[config.mk]
export PLATFORM = sky130hd
export DESIGN_NAME = tc_pcie_symbol_aligner_flat
export DESIGN_NICKNAME = d
export VERILOG_FILES = /design/src/rtl/tc_pcie_symbol_aligner_if.sv /design/src/rtl/tc_pcie_symbol_aligner.sv /design/src/flat_wrapper.sv
export SDC_FILE = /design/constraint.sdc
export NUM_CORES = 1
export LEC_CHECK = 0
export ABC_CLOCK_PERIOD_IN_PS = 4400
export CAP_MARGIN = 0
export CORE_MARGIN = 2
export CORE_UTILIZATION = 55
export DETAILED_ROUTE_END_ITERATION = 7
export DONT_BUFFER_PORTS = 1
export PLACE_DENSITY_LB_ADDON = 0.3
export SYNTH_ARGS = -nofsm -noshare
export SYNTH_HDL_FRONTEND = slang
export SYNTH_SLANG_ARGS = --single-unit
[constraint.sdc]
create_clock -name rxclk_i -period 4.4 [get_ports rxclk_i]
set_input_delay 0.66 -clock rxclk_i [delete_from_list [all_inputs] [get_ports rxclk_i]]
set_output_delay 0.66 -clock rxclk_i [all_outputs]
set_load 0.01 [all_outputs]
[src/rtl/tc_pcie_symbol_aligner_if.sv]
// Stream bundle between the RX width converter, the symbol aligner and the 8b/10b decoder.
// The slave modport is the aligner's view; the master modport is the upstream/downstream side.
interface tc_pcie_symbol_aligner_if;
  logic [79:0] rxdata_i;
  logic        rxvalid_i;
  logic [79:0] rxdata_o;
  logic        rxvalid_o;
  logic [7:0]  comma_o;
  logic        aligned_o;
  logic [3:0]  offset_o;

  modport master (
    output rxdata_i, rxvalid_i,
    input  rxdata_o, rxvalid_o, comma_o, aligned_o, offset_o
  );

  modport slave (
    input  rxdata_i, rxvalid_i,
    output rxdata_o, rxvalid_o, comma_o, aligned_o, offset_o
  );
endinterface

[src/rtl/tc_pcie_symbol_aligner.sv]
// K28.5 comma search across all ten bit offsets of a 160-bit window with a lock/unlock
// state machine; emits symbol-aligned 80-bit words and per-symbol comma flags.
module tc_pcie_symbol_aligner #(
  parameter int LOCK_CNT   = 3,
  parameter int UNLOCK_CNT = 4
) (
  input logic                          rxclk_i,
  input logic                          reset_i,
  tc_pcie_symbol_aligner_if.slave      bus
);

  localparam logic [9:0] K28_5_NEG = 10'h17C;
  localparam logic [9:0] K28_5_POS = 10'h283;
  localparam logic [3:0] LOCK_C    = 4'(LOCK_CNT);
  localparam logic [3:0] UNLOCK_C  = 4'(UNLOCK_CNT);

  typedef enum logic [1:0] {
    UNALIGNED = 2'd0,
    CHECK     = 2'd1,
    ALIGNED   = 2'd2
  } state_t;

  state_t      state_q, state_d;
  logic [79:0] prev_q, prev_d;
  logic [79:0] rxdata_q, rxdata_d;
  logic [7:0]  comma_q, comma_d;
  logic        rxvalid_q, rxvalid_d;
  logic        aligned_q, aligned_d;
  logic [3:0]  offset_q, offset_d;
  logic [3:0]  match_cnt_q, match_cnt_d;
  logic [3:0]  err_cnt_q, err_cnt_d;

  logic [159:0] window;
  logic [159:0] shifted;
  logic [7:0]   match [10];
  logic [9:0]   hit;
  logic         comma_found;
  logic         hit_cur;
  logic [3:0]   found_off;

  function automatic logic [3:0] sat_inc(input logic [3:0] c);
    return (c == 4'hF) ? c : c + 4'd1;
  endfunction

  always_comb begin
    window      = {bus.rxdata_i, prev_q};
    shifted     = window >> offset_q;
    found_off   = 4'd0;
    for (int k = 0; k < 10; k++) begin
      for (int n = 0; n < 8; n++) begin
        match[k][n] = (window[k+10*n +: 10] == K28_5_NEG) ||
                      (window[k+10*n +: 10] == K28_5_POS);
      end
      hit[k] = |match[k];
    end
    // Scan downward so the lowest hit offset wins.
    for (int k = 9; k >= 0; k--) begin
      if (hit[k]) found_off = 4'(k);
    end
    comma_found = |hit;
    hit_cur     = hit[offset_q];
  end

  always_comb begin
    prev_d      = prev_q;
    rxdata_d    = rxdata_q;
    comma_d     = comma_q;
    rxvalid_d   = 1'b0;
    state_d     = state_q;
    offset_d    = offset_q;
    match_cnt_d = match_cnt_q;
    err_cnt_d   = err_cnt_q;
    if (bus.rxvalid_i) begin
      prev_d    = bus.rxdata_i;
      rxdata_d  = shifted[79:0];
      comma_d   = match[offset_q];
      rxvalid_d = 1'b1;
      if (comma_found) begin
        unique case (state_q)
          UNALIGNED: begin
            offset_d    = found_off;
            match_cnt_d = 4'd1;
            state_d     = (LOCK_C == 4'd1) ? ALIGNED : CHECK;
          end
          CHECK: begin
            if (hit_cur) begin
              match_cnt_d = sat_inc(match_cnt_q);
              if (match_cnt_d >= LOCK_C) state_d = ALIGNED;
            end else begin
              offset_d    = found_off;
              match_cnt_d = 4'd1;
            end
          end
          ALIGNED: begin
            if (hit_cur) begin
              err_cnt_d = 4'd0;
            end else begin
              err_cnt_d = sat_inc(err_cnt_q);
              // Dropping lock keeps the old offset; the next comma word re-seeds it.
              if (err_cnt_d >= UNLOCK_C) begin
                state_d     = UNALIGNED;
                err_cnt_d   = 4'd0;
                match_cnt_d = 4'd0;
              end
            end
          end
          default: state_d = UNALIGNED;
        endcase
      end
    end
    aligned_d = (state_d == ALIGNED);
  end

  always_ff @(posedge rxclk_i) begin
    if (reset_i) begin
      state_q     <= UNALIGNED;
      prev_q      <= '0;
      rxdata_q    <= '0;
      comma_q     <= '0;
      rxvalid_q   <= 1'b0;
      aligned_q   <= 1'b0;
      offset_q    <= '0;
      match_cnt_q <= '0;
      err_cnt_q   <= '0;
    end else begin
      state_q     <= state_d;
      prev_q      <= prev_d;
      rxdata_q    <= rxdata_d;
      comma_q     <= comma_d;
      rxvalid_q   <= rxvalid_d;
      aligned_q   <= aligned_d;
      offset_q    <= offset_d;
      match_cnt_q <= match_cnt_d;
      err_cnt_q   <= err_cnt_d;
    end
  end

  assign bus.rxdata_o  = rxdata_q;
  assign bus.rxvalid_o = rxvalid_q;
  assign bus.comma_o   = comma_q;
  assign bus.aligned_o = aligned_q;
  assign bus.offset_o  = offset_q;

endmodule

[src/flat_wrapper.sv]
// flat-port wrapper written by rule: the top's interface ports become plain ports
module tc_pcie_symbol_aligner_flat 
#(
  parameter int LOCK_CNT   = 3,
  parameter int UNLOCK_CNT = 4
)
  (rxclk_i, reset_i, bus_rxdata_i, bus_rxvalid_i, bus_rxdata_o, bus_rxvalid_o, bus_comma_o, bus_aligned_o, bus_offset_o);
  tc_pcie_symbol_aligner_if bus_i ();
  input logic rxclk_i;
  input logic reset_i;
  input wire logic [$bits(bus_i.rxdata_i)-1:0] bus_rxdata_i;
  input wire logic [$bits(bus_i.rxvalid_i)-1:0] bus_rxvalid_i;
  output wire logic [$bits(bus_i.rxdata_o)-1:0] bus_rxdata_o;
  output wire logic [$bits(bus_i.rxvalid_o)-1:0] bus_rxvalid_o;
  output wire logic [$bits(bus_i.comma_o)-1:0] bus_comma_o;
  output wire logic [$bits(bus_i.aligned_o)-1:0] bus_aligned_o;
  output wire logic [$bits(bus_i.offset_o)-1:0] bus_offset_o;
  assign bus_i.rxdata_i = bus_rxdata_i;
  assign bus_i.rxvalid_i = bus_rxvalid_i;
  assign bus_rxdata_o = bus_i.rxdata_o;
  assign bus_rxvalid_o = bus_i.rxvalid_o;
  assign bus_comma_o = bus_i.comma_o;
  assign bus_aligned_o = bus_i.aligned_o;
  assign bus_offset_o = bus_i.offset_o;
  tc_pcie_symbol_aligner #(.LOCK_CNT(LOCK_CNT), .UNLOCK_CNT(UNLOCK_CNT)) u_core (.rxclk_i(rxclk_i), .reset_i(reset_i), .bus(bus_i));
endmodule
## Word level (Yosys, flattened, before mapping)

Cells that the tools add are included.

| storage, ports and cells | value |
|---|---|
| register bits | 184 |
| bits in latches | 0 |
| bits in writable memories | 0 |
| bits in read-only memories | 0 |
| input bits | 83 |
| output and inout bits | 94 |
| memories kept | 0 |

| cells by class | value |
|---|---|
| add/sub/neg operators | 2 |
| multipliers | 0 |
| div/mod/pow operators | 0 |
| magnitude comparators | 4 |
| equality and inequality tests | 168 |
| shift operators | 1 |
| multiplexer cells | 33 |
| bitwise gates (word level) | 1 |
| reduce and logical (&&, ||, !) cells | 97 |

Operators by type and width:

| operator | count |
|---|---|
| equality test 10 bit (second input constant) | 80 |
| equality test 10 x 9 -> 1 bit (second input constant) | 80 |
| >> shifter 160 x 4 -> 80 bit | 1 |
| logical OR 1 bit | 80 |
| OR reduction 8 bit | 10 |
| OR reduction 80 bit | 1 |
| two-way mux 4 bit | 18 |
| binary-select mux 8 bit (select 4 bit) | 1 |
| two-way mux 8 bit | 2 |
| two-way mux 2 bit | 6 |
| one-hot mux 4 bit (3 select lines) | 1 |
| adder 4 x 1 -> 4 bit (second input constant) | 2 |
| equality test 4 bit (second input constant) | 2 |
| one-hot mux 4 bit (2 select lines) | 1 |
| one-hot mux 2 bit (3 select lines) | 1 |
| greater-or-equal comparator 5 bit (second input constant) | 1 |
| less-than comparator 4 x 5 -> 1 bit (second input constant) | 1 |
| NOT 4 -> 5 bit | 1 |
| AND reduction 5 bit | 1 |
| binary-select mux 1 bit (select 4 bit) | 1 |
| equality test 2 bit (second input constant) | 2 |
| greater-or-equal comparator 4 x 2 -> 1 bit (second input constant) | 1 |
| greater-or-equal comparator 4 x 3 -> 1 bit (second input constant) | 1 |
| != test 2 bit (second input constant) | 2 |
| 8 further kinds | 9 |

## Logic depth before layout (Yosys ltp)

| depth | value |
|---|---|
| depth in word-level cells | 15 |
| depth in mapped cells | 12 |
| mapped depth without buffers | 10 |

## Worst setup path after synthesis

Ideal clock, no wire load.

| timing | value |
|---|---|
| path type | input port to flip-flop |
| from | in bus_rxdata_i[1] |
| to | reg u_core.aligned_q, in the netlist u_core.bus.aligned_o |
| setup time | 0.116 ns |
| arrival time | 3.010 ns |
| required time | 4.284 ns |
| slack | 1.274 ns |
| stages on the path | 11 |
| path through | buf_2 -> nand4b_1 -> nor4_1 -> a21oi_1 -> or4b_1 -> or2_1 -> or3_4 -> o31a_1 -> a32oi_2 -> o41ai_2 -> and4_1 |

| between the ends | value |
|---|---|
| cells in the longest elaborated chain, start to end | 10 |
| elaborated cells between the ends (all ways) | 41 |
| those cells by class | 17 x eq/ne; 7 x mux; 17 x reduce/logical |

Ends and longest elaborated chain:

| item | line | source |
|---|---|---|
| from (decl) | flat_wrapper.sv:11 | `input wire logic [$bits(bus_i.rxdata_i)-1:0] bus_rxdata_i;` |
| equality test 10 x 9 -> 1 bit / equality test 10 bit (equally long branches) | tc_pcie_symbol_aligner.sv:51, tc_pcie_symbol_aligner.sv:52 |  |
| logical OR 1 bit | tc_pcie_symbol_aligner.sv:51 | `match[k][n] = (window[k+10*n +: 10] == K28_5_NEG) \|\|` |
| OR reduction 8 bit | tc_pcie_symbol_aligner.sv:54 | `hit[k] = \|match[k];` |
| binary-select mux 1 bit (select 4 bit) | tc_pcie_symbol_aligner.sv:61 | `hit_cur = hit[offset_q];` |
| two-way mux 1 bit (implied by the code) | tc_pcie_symbol_aligner.sv:61 |  |
| two-way mux 2 bit (on tied branches) | tc_pcie_symbol_aligner.sv:95, tc_pcie_symbol_aligner.sv:86 |  |
| one-hot mux 2 bit (3 select lines) | tc_pcie_symbol_aligner.sv:79 | `unique case (state_q)` |
| two-way mux 2 bit (*) | tc_pcie_symbol_aligner.sv:78 | `if (comma_found) begin` |
| two-way mux 2 bit (*) | tc_pcie_symbol_aligner.sv:73 | `if (bus.rxvalid_i) begin` |
| equality test 2 bit (*) | tc_pcie_symbol_aligner.sv:111 | `aligned_d = (state_d == ALIGNED);` |
| to (signal assigned) | tc_pcie_symbol_aligner.sv:131 | `aligned_q <= aligned_d;` |
| to (decl) | tc_pcie_symbol_aligner.sv:28 | `logic aligned_q, aligned_d;` |

Mark *: on every way between the ends. The rest lies on a longest branch, timed or not. The select of a mux whose other input is x is not followed.
A chain may end at the register's enable or synchronous reset.

## Worst setup path in the final report

| timing | value |
|---|---|
| from | reg u_core.prev_q[59] |
| to | reg u_core.match_cnt_q[1] |

| between the ends | value |
|---|---|
| cells in the longest elaborated chain, start to end | 7 |
| elaborated cells between the ends (all ways) | 47 |
| those cells by class | 21 x eq/ne; 4 x mux; 22 x reduce/logical |

Ends and longest elaborated chain:

| item | line | source |
|---|---|---|
| from (decl) | tc_pcie_symbol_aligner.sv:24 | `logic [79:0] prev_q, prev_d;` |
| from (signal assigned) | tc_pcie_symbol_aligner.sv:127 | `prev_q <= prev_d;` |
| equality test 10 x 9 -> 1 bit / equality test 10 bit (equally long branches) | tc_pcie_symbol_aligner.sv:51, tc_pcie_symbol_aligner.sv:52 |  |
| logical OR 1 bit | tc_pcie_symbol_aligner.sv:51 |  |
| OR reduction 8 bit | tc_pcie_symbol_aligner.sv:54 |  |
| binary-select mux 1 bit (select 4 bit) | tc_pcie_symbol_aligner.sv:61 |  |
| two-way mux 1 bit (implied by the code) | tc_pcie_symbol_aligner.sv:61 |  |
| != test 2 bit (no line) / two-way mux 4 bit (equally long branches) | n/a |  |
| AND reduction 5 bit (no line) / one-hot mux 4 bit (3 select lines) (equally long branches) | n/a |  |
| to (signal assigned) | tc_pcie_symbol_aligner.sv:133 | `match_cnt_q <= match_cnt_d;` |
| to (decl) | tc_pcie_symbol_aligner.sv:30 | `logic [3:0] match_cnt_q, match_cnt_d;` |

Several ways; a longest one is shown, not always the timed one. The select of a mux whose other input is x is not followed.

==> metrics.yaml <==
status:
  status: "finished, final reports clean"
worst_setup_path:
  crit_type: "flip-flop to flip-flop"
  worstSetupEndpointType: "flip-flop"
  cp.arrival_ns: 3.95
  path_max_fanout: 17
  cp.required_ns: 4.79
  rrSetupSlack_ns: 0.84
  cp-start-kind: "flip-flop"
sta:
  final.setup.worst_slack_ns: 0.8408
  slew_violations: 0
  finalHoldViolCount: 0
  setup_violations: 0
  tightest_slew_ns: 1.117
  final.setup.tns_ns: 0
  fin_crit_ns: 3.559
  fin_crit_sh_pct: 80.89
  holdWs_ns: 0.2809
  skew_ns: 0.01561
  rsz0062_at_grt: "false"
  clock.fmax_mhz: 281.0
  slew_headroom_pct: 25.52
synthesis:
  syn_avg_cell_area_sq_um: 8.993
  synth_top_family_by_area: "multiplexers"
  synthCells: 1665
  synth_cell_types: 80
  ys_seq_elements: 184
  synthArstFlopShare_pct: 0
  synthXorXnorAreaFrac_pct: 0
  ys_top_cells_by_area: "dfxtp_1, mux2i_1, mux4_2"
  synthAdderAreaFrac_pct: 0.5014
  yosys_warnings: 0
  synth_simple_gate_area_share_pct: 25.19
  synth_top_area_cell: "dfxtp_1"
  synth_compound_area_share_pct: 11.20
  muxShareOfSynthArea_pct: 32.47
  syn_area_sq_um: 14970
  ys.flop_type: "dfxtp_1"
  seq_area_frac_synth_pct: 24.60
  synth_top_area_share_pct: 24.60
  synth_nets: 1754
  synth_edf_count: 0
drt:
  postRouteAntennaNets: 0
  wl_per_cell_um: 23.98
  dr.pass1.iters: 6
  drcViolationCount: 0
  initialDrtViolationCount: 1760
  wl_um: 44150
  num_vias: 13380
  via_per_inst: 7.266
global_route:
  grt_pass1_wl_um: 70720
  grt_overflow: 0
  antenna_found_initial: 1
  grt.total_usage_pct: 30.62
  grt_pass1_vias: 12610
  grt_max_degree: 179
place:
  hpwl_um: 30260
  port_buffers: 0
  placed_area_sq_um: 14690
  dp_slack_ns: 0.9199
  gp_congestion: 0.9062
power_and_ir_drop:
  power_leakage_uw: 0.006122
  swShare_pct: 30.59
  ir_drop_uv: 203.1
  powerDensity_nw_per_um2: 257.1
  clkPwrFrac_pct: 39.6
  combinationalPowerShare_pct: 10.6
  p_seq_share_pct: 49.8
  p_sw_uw: 1202
  p_int_uw: 2727
clock_tree:
  post_cts_buffers: 0
  htreeDepth: 4
  holdBufCountCts: 0
  cts_buffer_depth: 2
  cts_sinks: 184
  worstSkewPairLatency_ns: 0.45
  cts_tree: "built"
  ctsResizeCount: 0
  cts_buffers: 17
  root_buffer: "clkbuf_16"
  clk_pin_slew_ns: 0.08
layout:
  drive_gt1_share_pct: 10.41
  syn_to_final_growth_pct: 2.048
  design_area_sq_um: 15280
  nNetsFinal: 1575
job:
  max_cap_viol_count: 0
floorplanning:
  io_pins: 177
  die_h_um: 169.0
  coreArea_sq_um: 26880
  start_util_pct: 55.71
  core.rowCount: 60
  die_x_um: 169.0
  dieArea_sq_um: 28560
min_path:
  hold_path_class: "primary input to flip-flop"
-- layout make-up --
type	count	area (sq um)
fill	2432	11600
antenna	1	2.502
tap	341	426.7
multi-input combinational	1254	10390
timing repair buffer	14	130.1
inverter	15	60.06
clock buffer	18	429.2
sequential	184	3692
clock inverter	14	153.9
-- power by group through the flow --
| stage | Clock (uW) | Sequential, uW | Combinational (uW) |
|---|---|---|---|
| global route | 1640 | 1970 | 455 |
| global placement | 0 | 1980 | 401 |
| floorplan | 0 | 1840 | 508 |
| detailed placement | 0 | 1990 | 410 |
| CTS | 1580 | 1950 | 413 |
| finish | 1560 | 1960 | 418 |
-- critical path, cell delays in order, from the launching register on --
cell      delay (ns)
dfxtp_1         0.72
nand4b_1        0.22
o41ai_1         0.78
or4_1           0.23
or2_1           0.16
or3_4           0.17
o31a_1          0.30
or2b_1          0.30
or4_1           0.54
nand2_1         0.08
-- through the flow --
step           utilization [%]  cells  power, uW
2_1_floorplan                -   1665       2349
3_3_place_gp             54.67   1808       2381
3_5_place_dp             54.67   1808       2395
4_1_cts                  56.84   1840       3937
5_1_grt                  56.84   1840       4070
6_report                 56.85   1841       3929
-- cell usage after synthesis (6+ instances only) --
library cell	instances
a211oi_1	26
a21oi_1	55
a311oi_1	6
a31oi_1	7
a41o_1	9
a41oi_1	29
and2_1	9
and3_1	31
buf_1	55
buf_2	32
clkbuf_1	119
dfxtp_1	184
ha_1	6
inv_1	13
mux2_2	8
mux2i_1	290
mux4_2	83
nand2_1	78
nand2b_1	6
nand3_1	9
nand4_1	40
nand4b_1	75
nor2_1	208
nor2b_1	7
nor3_1	15
nor4_1	57
nor4b_1	75
o2111ai_1	7
o211ai_1	7
o21ai_0	13
o41ai_1	20
-- state kept, by name, indices dropped and copies added, names as in the netlist --
signal,flops
u_core.bus.rxdata_o,80
u_core.prev_q,80
u_core.bus.comma_o,8
u_core.bus.offset_o,4
u_core.err_cnt_q,4
u_core.match_cnt_q,4
u_core.state_q,2
u_core.bus.aligned_o,1
u_core.bus.rxvalid_o,1
-- cell usage in the layout, fill, tap and decap left out, types with 12 or more instances in the layout --
master       n
a211oi_1    26
and3_1      31
o21ai_0     13
a41oi_1     29
nor4b_1     75
nand4_1     40
mux2i_1    290
dfxtp_1    181
nand2_1     78
nor3_1      15
nand4b_1    75
buf_4       12
inv_1       13
nor2_1     208
nor4_1      57
a21oi_1     55
o41ai_1     20
mux4_2      83
clkbuf_16   17
-- logic make-up (layout without fill, tap and decap cells) --
logic type | Yosys count | after routing
adders and majority gates | 6 | 6
and+or+nand+nor | 646 | 646
AOI/OAI and AO/OA | 221 | 221
other | 0 | 1
buffers and inverters | 227 | 61
muxes | 381 | 381
DFF | 184 | 184
-- final timing paths --
kind / from / endpoint / depth (start not counted)
worst max-delay path: u_core.prev_q[59] / u_core.match_cnt_q[1] / 9
worst min-delay path: reset_i / u_core.bus.rxdata_o[72] / 1
worst max register to register: u_core.prev_q[59] / u_core.match_cnt_q[1] / 9
worst min register to register: u_core.err_cnt_q[3] / u_core.err_cnt_q[3] / 1
-- routing by layer --
layer  vias up  GRT usage, %  share of wire, %
met5         -             0                 0
met2       657         46.74                45
met4         0         12.30               3.9
met1      6497         42.15                43
li1       6118             -                 -
met3       105         6.897               8.9
Note: power is estimated with default switching activity, not from simulation.
